File: src/rtl/mult_pkg.sv
// Shared types and elaboration helpers for the digit-serial limb multiplier.
package mult_pkg;

    typedef enum logic {
        IDLE = 1'b0,
        RUN  = 1'b1
    } state_t;

    localparam int DIGIT_W_MIN = 1;
    localparam int DIGIT_W_MAX = 16;

    // Number of compute steps needed to consume b_w multiplier bits.
    function automatic int nstep(input int b_w, input int digit_w);
        return (b_w + digit_w - 1) / digit_w;
    endfunction

    function automatic bit digit_w_legal(input int digit_w);
        return (digit_w >= DIGIT_W_MIN) && (digit_w <= DIGIT_W_MAX);
    endfunction

endpackage

File: src/rtl/mult_digit_pp.sv
// Combinational A_W x DIGIT_W unsigned partial product; the parent shifts and accumulates.
module mult_digit_pp
    import mult_pkg::*;
#(
    parameter int A_W     = 130,
    parameter int DIGIT_W = 4
)
(
    input  logic [A_W-1:0]         a,
    input  logic [DIGIT_W-1:0]     digit,
    output logic [A_W+DIGIT_W-1:0] pp
);

    assign pp = (A_W+DIGIT_W)'(a) * (A_W+DIGIT_W)'(digit);

endmodule

File: src/rtl/mult_radix_limb.sv
// Multi-cycle unsigned multiplier consuming DIGIT_W multiplier bits per cycle, tag carried alongside.
// Optional MULT_EARLY_EXIT_EN: finish as soon as the remaining multiplier bits are all zero.
module mult_radix_limb
    import mult_pkg::*;
#(
    parameter int A_W     = 130,
    parameter int B_W     = 128,
    parameter int DIGIT_W = 4,
    parameter int TAG_W   = 4
)
(
    input  logic                 clk,
    input  logic                 reset,
    input  logic                 start,
    input  logic [A_W-1:0]       a_in,
    input  logic [B_W-1:0]       b_in,
    input  logic [TAG_W-1:0]     tag_in,
    output logic [A_W+B_W-1:0]   product_out,
    output logic [TAG_W-1:0]     tag_out,
    output logic                 busy,
    output logic                 done,
    output logic [7:0]           cycles_out
);

    localparam int NSTEP   = nstep(B_W, DIGIT_W);
    localparam int BPAD_W  = NSTEP * DIGIT_W;
    localparam int P_W     = A_W + B_W;
    localparam int ACC_EXT = A_W + BPAD_W;
    localparam int CNT_W   = $clog2(NSTEP + 1);
    localparam logic [CNT_W-1:0] STEP_LAST = CNT_W'(NSTEP - 1);

    if (!digit_w_legal(DIGIT_W)) begin : g_bad_digit_w
        $error("mult_radix_limb: DIGIT_W must be within 1..16");
    end

    state_t               state;
    state_t               state_nxt;
    logic [A_W-1:0]       a_reg;
    logic [BPAD_W-1:0]    b_reg;
    logic [BPAD_W-1:0]    b_shift;
    logic [TAG_W-1:0]     tag_reg;
    logic [P_W-1:0]       acc;
    logic [P_W-1:0]       acc_sum;
    logic [P_W-1:0]       pp_sh;
    logic [A_W+DIGIT_W-1:0] pp;
    logic [CNT_W-1:0]     step;
    logic [CNT_W-1:0]     step_inc;
    logic                 last_step;
    logic                 accept;
    logic                 fin;

    mult_digit_pp #(
        .A_W     (A_W),
        .DIGIT_W (DIGIT_W)
    ) u_pp (
        .a     (a_reg),
        .digit (b_reg[DIGIT_W-1:0]),
        .pp    (pp)
    );

    // The true product fits in P_W bits, so the shifted partial product is truncated there.
    assign pp_sh    = P_W'(ACC_EXT'(pp) << (32'(step) * DIGIT_W));
    assign acc_sum  = acc + pp_sh;
    assign b_shift  = b_reg >> DIGIT_W;
    assign step_inc = step + 1'b1;

`ifdef MULT_EARLY_EXIT_EN
    assign last_step = (step == STEP_LAST) || (b_shift == '0);
`else
    assign last_step = (step == STEP_LAST);
`endif

    assign busy = (state == RUN);

    always_comb begin
        state_nxt = state;
        accept    = 1'b0;
        fin       = 1'b0;
        case (state)
            IDLE: begin
                if (start) begin
                    accept    = 1'b1;
                    state_nxt = RUN;
                end
            end
            RUN: begin
                if (last_step) begin
                    fin       = 1'b1;
                    state_nxt = IDLE;
                end
            end
            default: state_nxt = IDLE;
        endcase
    end

    always_ff @(posedge clk or posedge reset) begin
        if (reset) begin
            state       <= IDLE;
            a_reg       <= '0;
            b_reg       <= '0;
            tag_reg     <= '0;
            acc         <= '0;
            step        <= '0;
            product_out <= '0;
            tag_out     <= '0;
            cycles_out  <= '0;
            done        <= 1'b0;
        end else begin
            state <= state_nxt;
            done  <= fin;
            if (accept) begin
                a_reg   <= a_in;
                b_reg   <= BPAD_W'(b_in);
                tag_reg <= tag_in;
                acc     <= '0;
                step    <= '0;
            end else if (state == RUN) begin
                acc   <= acc_sum;
                b_reg <= b_shift;
                step  <= step_inc;
            end
            // Result registers only change on completion so callers can read them any time.
            if (fin) begin
                product_out <= acc_sum;
                tag_out     <= tag_reg;
                cycles_out  <= 8'(step_inc);
            end
        end
    end

endmodule

File: config.mk
export PLATFORM = sky130hd
export DESIGN_NAME = mult_radix_limb
export DESIGN_NICKNAME = d
export VERILOG_FILES = /design/src/rtl/mult_pkg.sv /design/src/rtl/mult_digit_pp.sv /design/src/rtl/mult_radix_limb.sv
export SDC_FILE = /design/constraint.sdc
export NUM_CORES = 2
export LEC_CHECK = 0
export ABC_AREA = 1
export BUFFER_PORTS_ARGS = -buffer_cell sky130_fd_sc_hd__buf_2
export CAP_MARGIN = 20
export CELL_PAD_IN_SITES_DETAIL_PLACEMENT = 1
export CELL_PAD_IN_SITES_GLOBAL_PLACEMENT = 1
export CORE_ASPECT_RATIO = 0.6
export CORE_MARGIN = 3
export CORE_UTILIZATION = 44
export CTS_CLUSTER_SIZE = 28
export DETAILED_ROUTE_END_ITERATION = 8
export PLACE_DENSITY_LB_ADDON = 0.15
export SLEW_MARGIN = 15
export SYNTH_ARGS = -nofsm -noshare
export SYNTH_HDL_FRONTEND = slang
export SYNTH_SLANG_ARGS = --single-unit
File: constraint.sdc
create_clock -name clk -period 26.8 [get_ports clk]
set_input_delay 0 -clock clk [delete_from_list [all_inputs] [get_ports clk]]
set_output_delay 0 -clock clk [all_outputs]
set_load 0.05 [all_outputs]
==> results by group, run 1 <==
Outcome
  – Status: stopped before the end
  – Stop stage: global routing
  – Err: [ERROR GRT-0232] Routing congestion too high. Check the congestion heatmap in the GUI.

Die
  – Num ports: 537
  – Die X: 575.3 um
  – Initial core utilization: 44.58%
  – FP Rows: 124
  – Height of the die: 347.6 um

Clock tree
  – Gates resized, CTS repair: 0
  – Clock buffer depth: 3
  – H-tree Lvls: 3
  – Root Buffer: clkbuf_16
  – CTS sink count: 796
  – TritonCTS buffer count: 85

Logic synthesis
  – Syn Area/Cell: 6.097 um2
  – Synth top area cells: dfrtp_1 (23%), nand2_1 (17%), inv_1 (11%)
  – Number of synthesized flops with an enable pin: 0
  – #FFs+latches synth: 796
  – Mapped Area: 0.08555 mm2
  – Synth top cells by count: nand2_1 (3938), inv_1 (2525), nor2_1 (1474), nand3_1 (1057), a21oi_1 (916)
  – Sequential element share of the synthesized area: 23.28%
  – Number of unique standard cell types used by synthesis: 75
  – Top-count cell post-synth: nand2_1
  – Top FF cell, synth: dfrtp_1
  – Yosys top cell area share: 23.28%
  – Synth Instances: 14030
  – Largest area contributor in the netlist: dfrtp_1
  – Fraction of registers with async set or reset after synthesis: 100.0%
  – Synth Warn #: 0

Placement
  – DP Worst Slack: 14.00 ns
  – Placed inst area: 0.09074 mm2
  – Final RePlAce weighted congestion: 1.257
  – Port bufs: 534
  – Dpl hpwl: 447.3 mm

GRT
  – Gr ovfl total: 108
  – Largest net degree at the start of global routing: 140
  – Overall Global Routing Usage: 67.95%
## per-layer routing
metal | overflow | GRT usage [%]
met1 | 5 | 77.02
met2 | 41 | 79.32
met3 | 13 | 56.42
met4 | 48 | 46.52
met5 | 1 | 32.69
## per-stage QoR
step / hold slack [ns] / std cells
4_1_cts: 0.0008535 / 17360
3_5_place_dp: 0.1208 / 16820
2_1_floorplan: 0.1096 / 14030
3_3_place_gp: 0.1117 / 16810
## cells by family after synthesis
kind of cell             after synthesis  share of synthesized area [%]
AO/OA/AOI/OAI                       2514                          16.47
XOR/XNOR                             225                          2.334
adder cells (fa/ha/maj)              653                          11.81
buffers and inverters               2991                          13.20
flip-flops                           796                          23.28
multiplexers                           9                         0.1053
other                                  1                       0.004383
AND/OR/NAND/NOR                     6844                          32.79
## repair_timing
item,CTS
setup buffers,0
hold buffers,388
hold endpoints to repair,379
==> run 2, diff against run 1 <==
CELL_PAD_IN_SITES_DETAIL_PLACEMENT = default   (was 1)
CELL_PAD_IN_SITES_GLOBAL_PLACEMENT = default   (was 1)
CORE_ASPECT_RATIO = default   (was 0.6)
CORE_UTILIZATION = 40   (was 44)
CTS_CLUSTER_SIZE = default   (was 28)
==> run 2 against run 1 <==
  * The flow now finishes, with violations (design-rule violations)
  * Synthesized area stayed put
  * Synthesized cell count is the same
==> results by group, run 2 <==
Outcome
  – Status: finished with violations
  – Failing checks: design-rule violations

Routing
  – Avg WL per Cell: 26.99 um
  – Vias: 99720
  – # DRC: 2
  – Via density: 5.604
  – Starting DRC count in detailed routing: 12900
  – Pre-antenna DRT Iters: 9
  – Routed Antenna Nets: 0
  – Post-Route WL: 480.3 mm

GRT
  – Overall Global Routing Usage: 42.60%
  – Vias in the first global route: 94010
  – Gr ovfl total: 0
  – First-pass GRT wire length: 677.0 mm
  – Initial antenna violation count: 52
  – Largest net degree at the start of global routing: 158

Clock tree
  – TritonCTS buffer count: 96
  – Clock buffer depth: 3
  – Root Buffer: clkbuf_16
  – CTS sink count: 796
  – CTS tree: done
  – Clk Latency, worst-skew pair: 0.79 ns
  – Gates resized, CTS repair: 0
  – Setup Fix Bufs, Post-CTS: 0
  – CTS clk-pin slew, worst paths: 0.06 ns
  – Hold buffer count at cts: 543
  – H-tree Lvls: 3

Setup path
  – Crit start category: flop
  – Crit. End Element: flop
  – WS Path Type: reg2reg
  – CP Max Fanout: 61
  – R2R setup slack: 13.05 ns
  – Worst path arrival time: 14.44 ns
  – Critical R2R Capture: product_out[240]
  – Worst R2R Path Depth: 43
  – Max stage delay on crit path: 0.92 ns
  – CP max stage cell: xnor2_1
  – Critical Path Start: b_reg[3]
  – Crit path to: product_out[240]
  – Required @ worst endpoint: 27.49 ns
  – Reg-to-Reg Start: b_reg[3]
  – Most common cell on crit path: nand2_1

Finish
  – Nets: 15790
  – Utilization after layout: 46.93%
  – Share of cells above drive strength 1: 7.117%
  – Area occupied by multi-input gates: 0.05439 mm2
  – Commonest non-fill, non-tap cells in the layout: nand2_1 (3937), inv_1 (2516), nor2_1 (1469)
  – Leading cell type in the layout, fill and taps excluded: nand2_1
  – Filler cells: 22730
  – Area grow syn2layout: 16.45%
  – Register area: 0.01996 mm2

Timing
  – Top achievable clock speed: 0.07275 GHz
  – Fin crit share: 51.29%
  – Min cycle time layout: 13.75 ns
  – Setup-failing EPs final: 0
  – Worst Tran Pin Value: 1.346 ns
  – RSZ-0062 raised after global routing: false
  – Final WS setup: 13.05 ns
  – Max Slew Vio Count: 0
  – Rel. slew slack: 9.623%
  – Final hold vios: 0
  – Clock skew: 0.04565 ns
  – Sum Neg Setup Slack: 0 ns

Logic synthesis
  – Top-count cell post-synth: nand2_1
  – Synth Instances: 14030
  – Synth top area cells: dfrtp_1 (23%), nand2_1 (17%), inv_1 (11%)
  – Synth Warn #: 0
  – Mapped Area: 0.08555 mm2
  – Fraction of registers with async set or reset after synthesis: 100.0%
  – Syn Area/Cell: 6.097 um2
  – Sequential element share of the synthesized area: 23.28%
  – Largest area contributor in the netlist: dfrtp_1
  – Number of synthesized flops with an enable pin: 0
  – Top FF cell, synth: dfrtp_1
  – #FFs+latches synth: 796
  – Number of unique standard cell types used by synthesis: 75
  – Yosys top cell area share: 23.28%
  – Synth top cells by count: nand2_1 (3938), inv_1 (2525), nor2_1 (1474), nand3_1 (1057), a21oi_1 (916)

Die
  – Num ports: 537
  – CORE AREA: 0.2123 mm2
  – FP Rows: 169
  – Die area: 0.2195 mm2
  – Die X: 468.5 um
  – Initial core utilization: 40.30%
  – Height of the die: 468.5 um

Placement
  – Final RePlAce weighted congestion: 1.144
  – DP Worst Slack: 14.23 ns
  – Dpl hpwl: 400.1 mm
  – Port bufs: 534

Hold path
  – Worst Hold Class: in2reg

Flow run
  – Max cap viols: 0
## run 2: cell counts after synthesis
No cell type changed its count.
## run 2: cell families (layout without fill, tap and decap cells)
family / after synthesis / in the layout / share of synthesized area [%]
adders and majority gates: 653 / 653 / 11.81
and+or+nand+nor: 6844 / 6844 / 32.79
other: 1 / 26 / 0.004383
xor gates and xnor gates: 225 / 225 / 2.334
buffers and inverters: 2991 / 3907 / 13.20
DFF: 796 / 796 / 23.28
AOI/OAI and AO/OA: 2514 / 2514 / 16.47
muxes: 9 / 9 / 0.1053
## run 2: area by class of cell
cell class	instances	share of cell area, %
Inverter	2542	9.615
Sequential cell	796	20.04
Clock buffer	134	2.675
Clock inverter	39	0.4534
Antenna cell	24	0.06028
Multi-Input combinational cell	10250	54.59
Tap cell	2821	3.543
Timing Repair Buffer	1192	9.024
## run 2: worst min-delay path by stage
stage               startpoint              end  slack (ns)  cells past startpoint
finish                b_in[74]        b_reg[74]       0.007                      4
global route          b_in[74]        b_reg[74]       0.009                      4
global placement       a_in[8]         a_reg[8]        0.19                      3
detailed placement       reset  product_out[23]        0.20                      2
floorplan              a_in[0]         a_reg[0]        0.11                      2
CTS                   b_in[86]        b_reg[86]      0.0004                      4
## run 2: metrics by stage
step                hold WS, ns  instance area (um2)  cells
CTS                   0.0003570                99490  17760
detailed placement       0.1987                90940  17050
finish                 0.006717                99620  17800
global placement         0.1936                90920  17050
global route           0.008977                99580  17780
floorplan                0.1096                85560  14030
## run 2: worst max-delay path, delay by kind of cell, from the launching register on
| kind | cells | cell delay, ns |
|---|---|---|
| AOI/OAI and AO/OA | 4 | 1.93 |
| xor gates and xnor gates | 1 | 0.92 |
| adders and majority gates | 4 | 1.61 |
| buffers and inverters | 8 | 1.74 |
| DFF | 1 | 0.66 |
| and+or+nand+nor | 26 | 6.66 |
## run 2: routing by layer
metal	up-vias	GRT usage [%]	part of all wire [%]	wire, um
li1	45910	-	-	-
met1	47520	58.34	43	204300
met2	5410	59.49	39	189200
met3	849	15.30	13	60950
met4	36	19.21	5.3	25510
met5	-	0.4545	0.073	353
Power of run 2 is left out: the tool's default activity adds up to more than one toggle a clock period on the data nets, which glitch-free logic cannot reach.
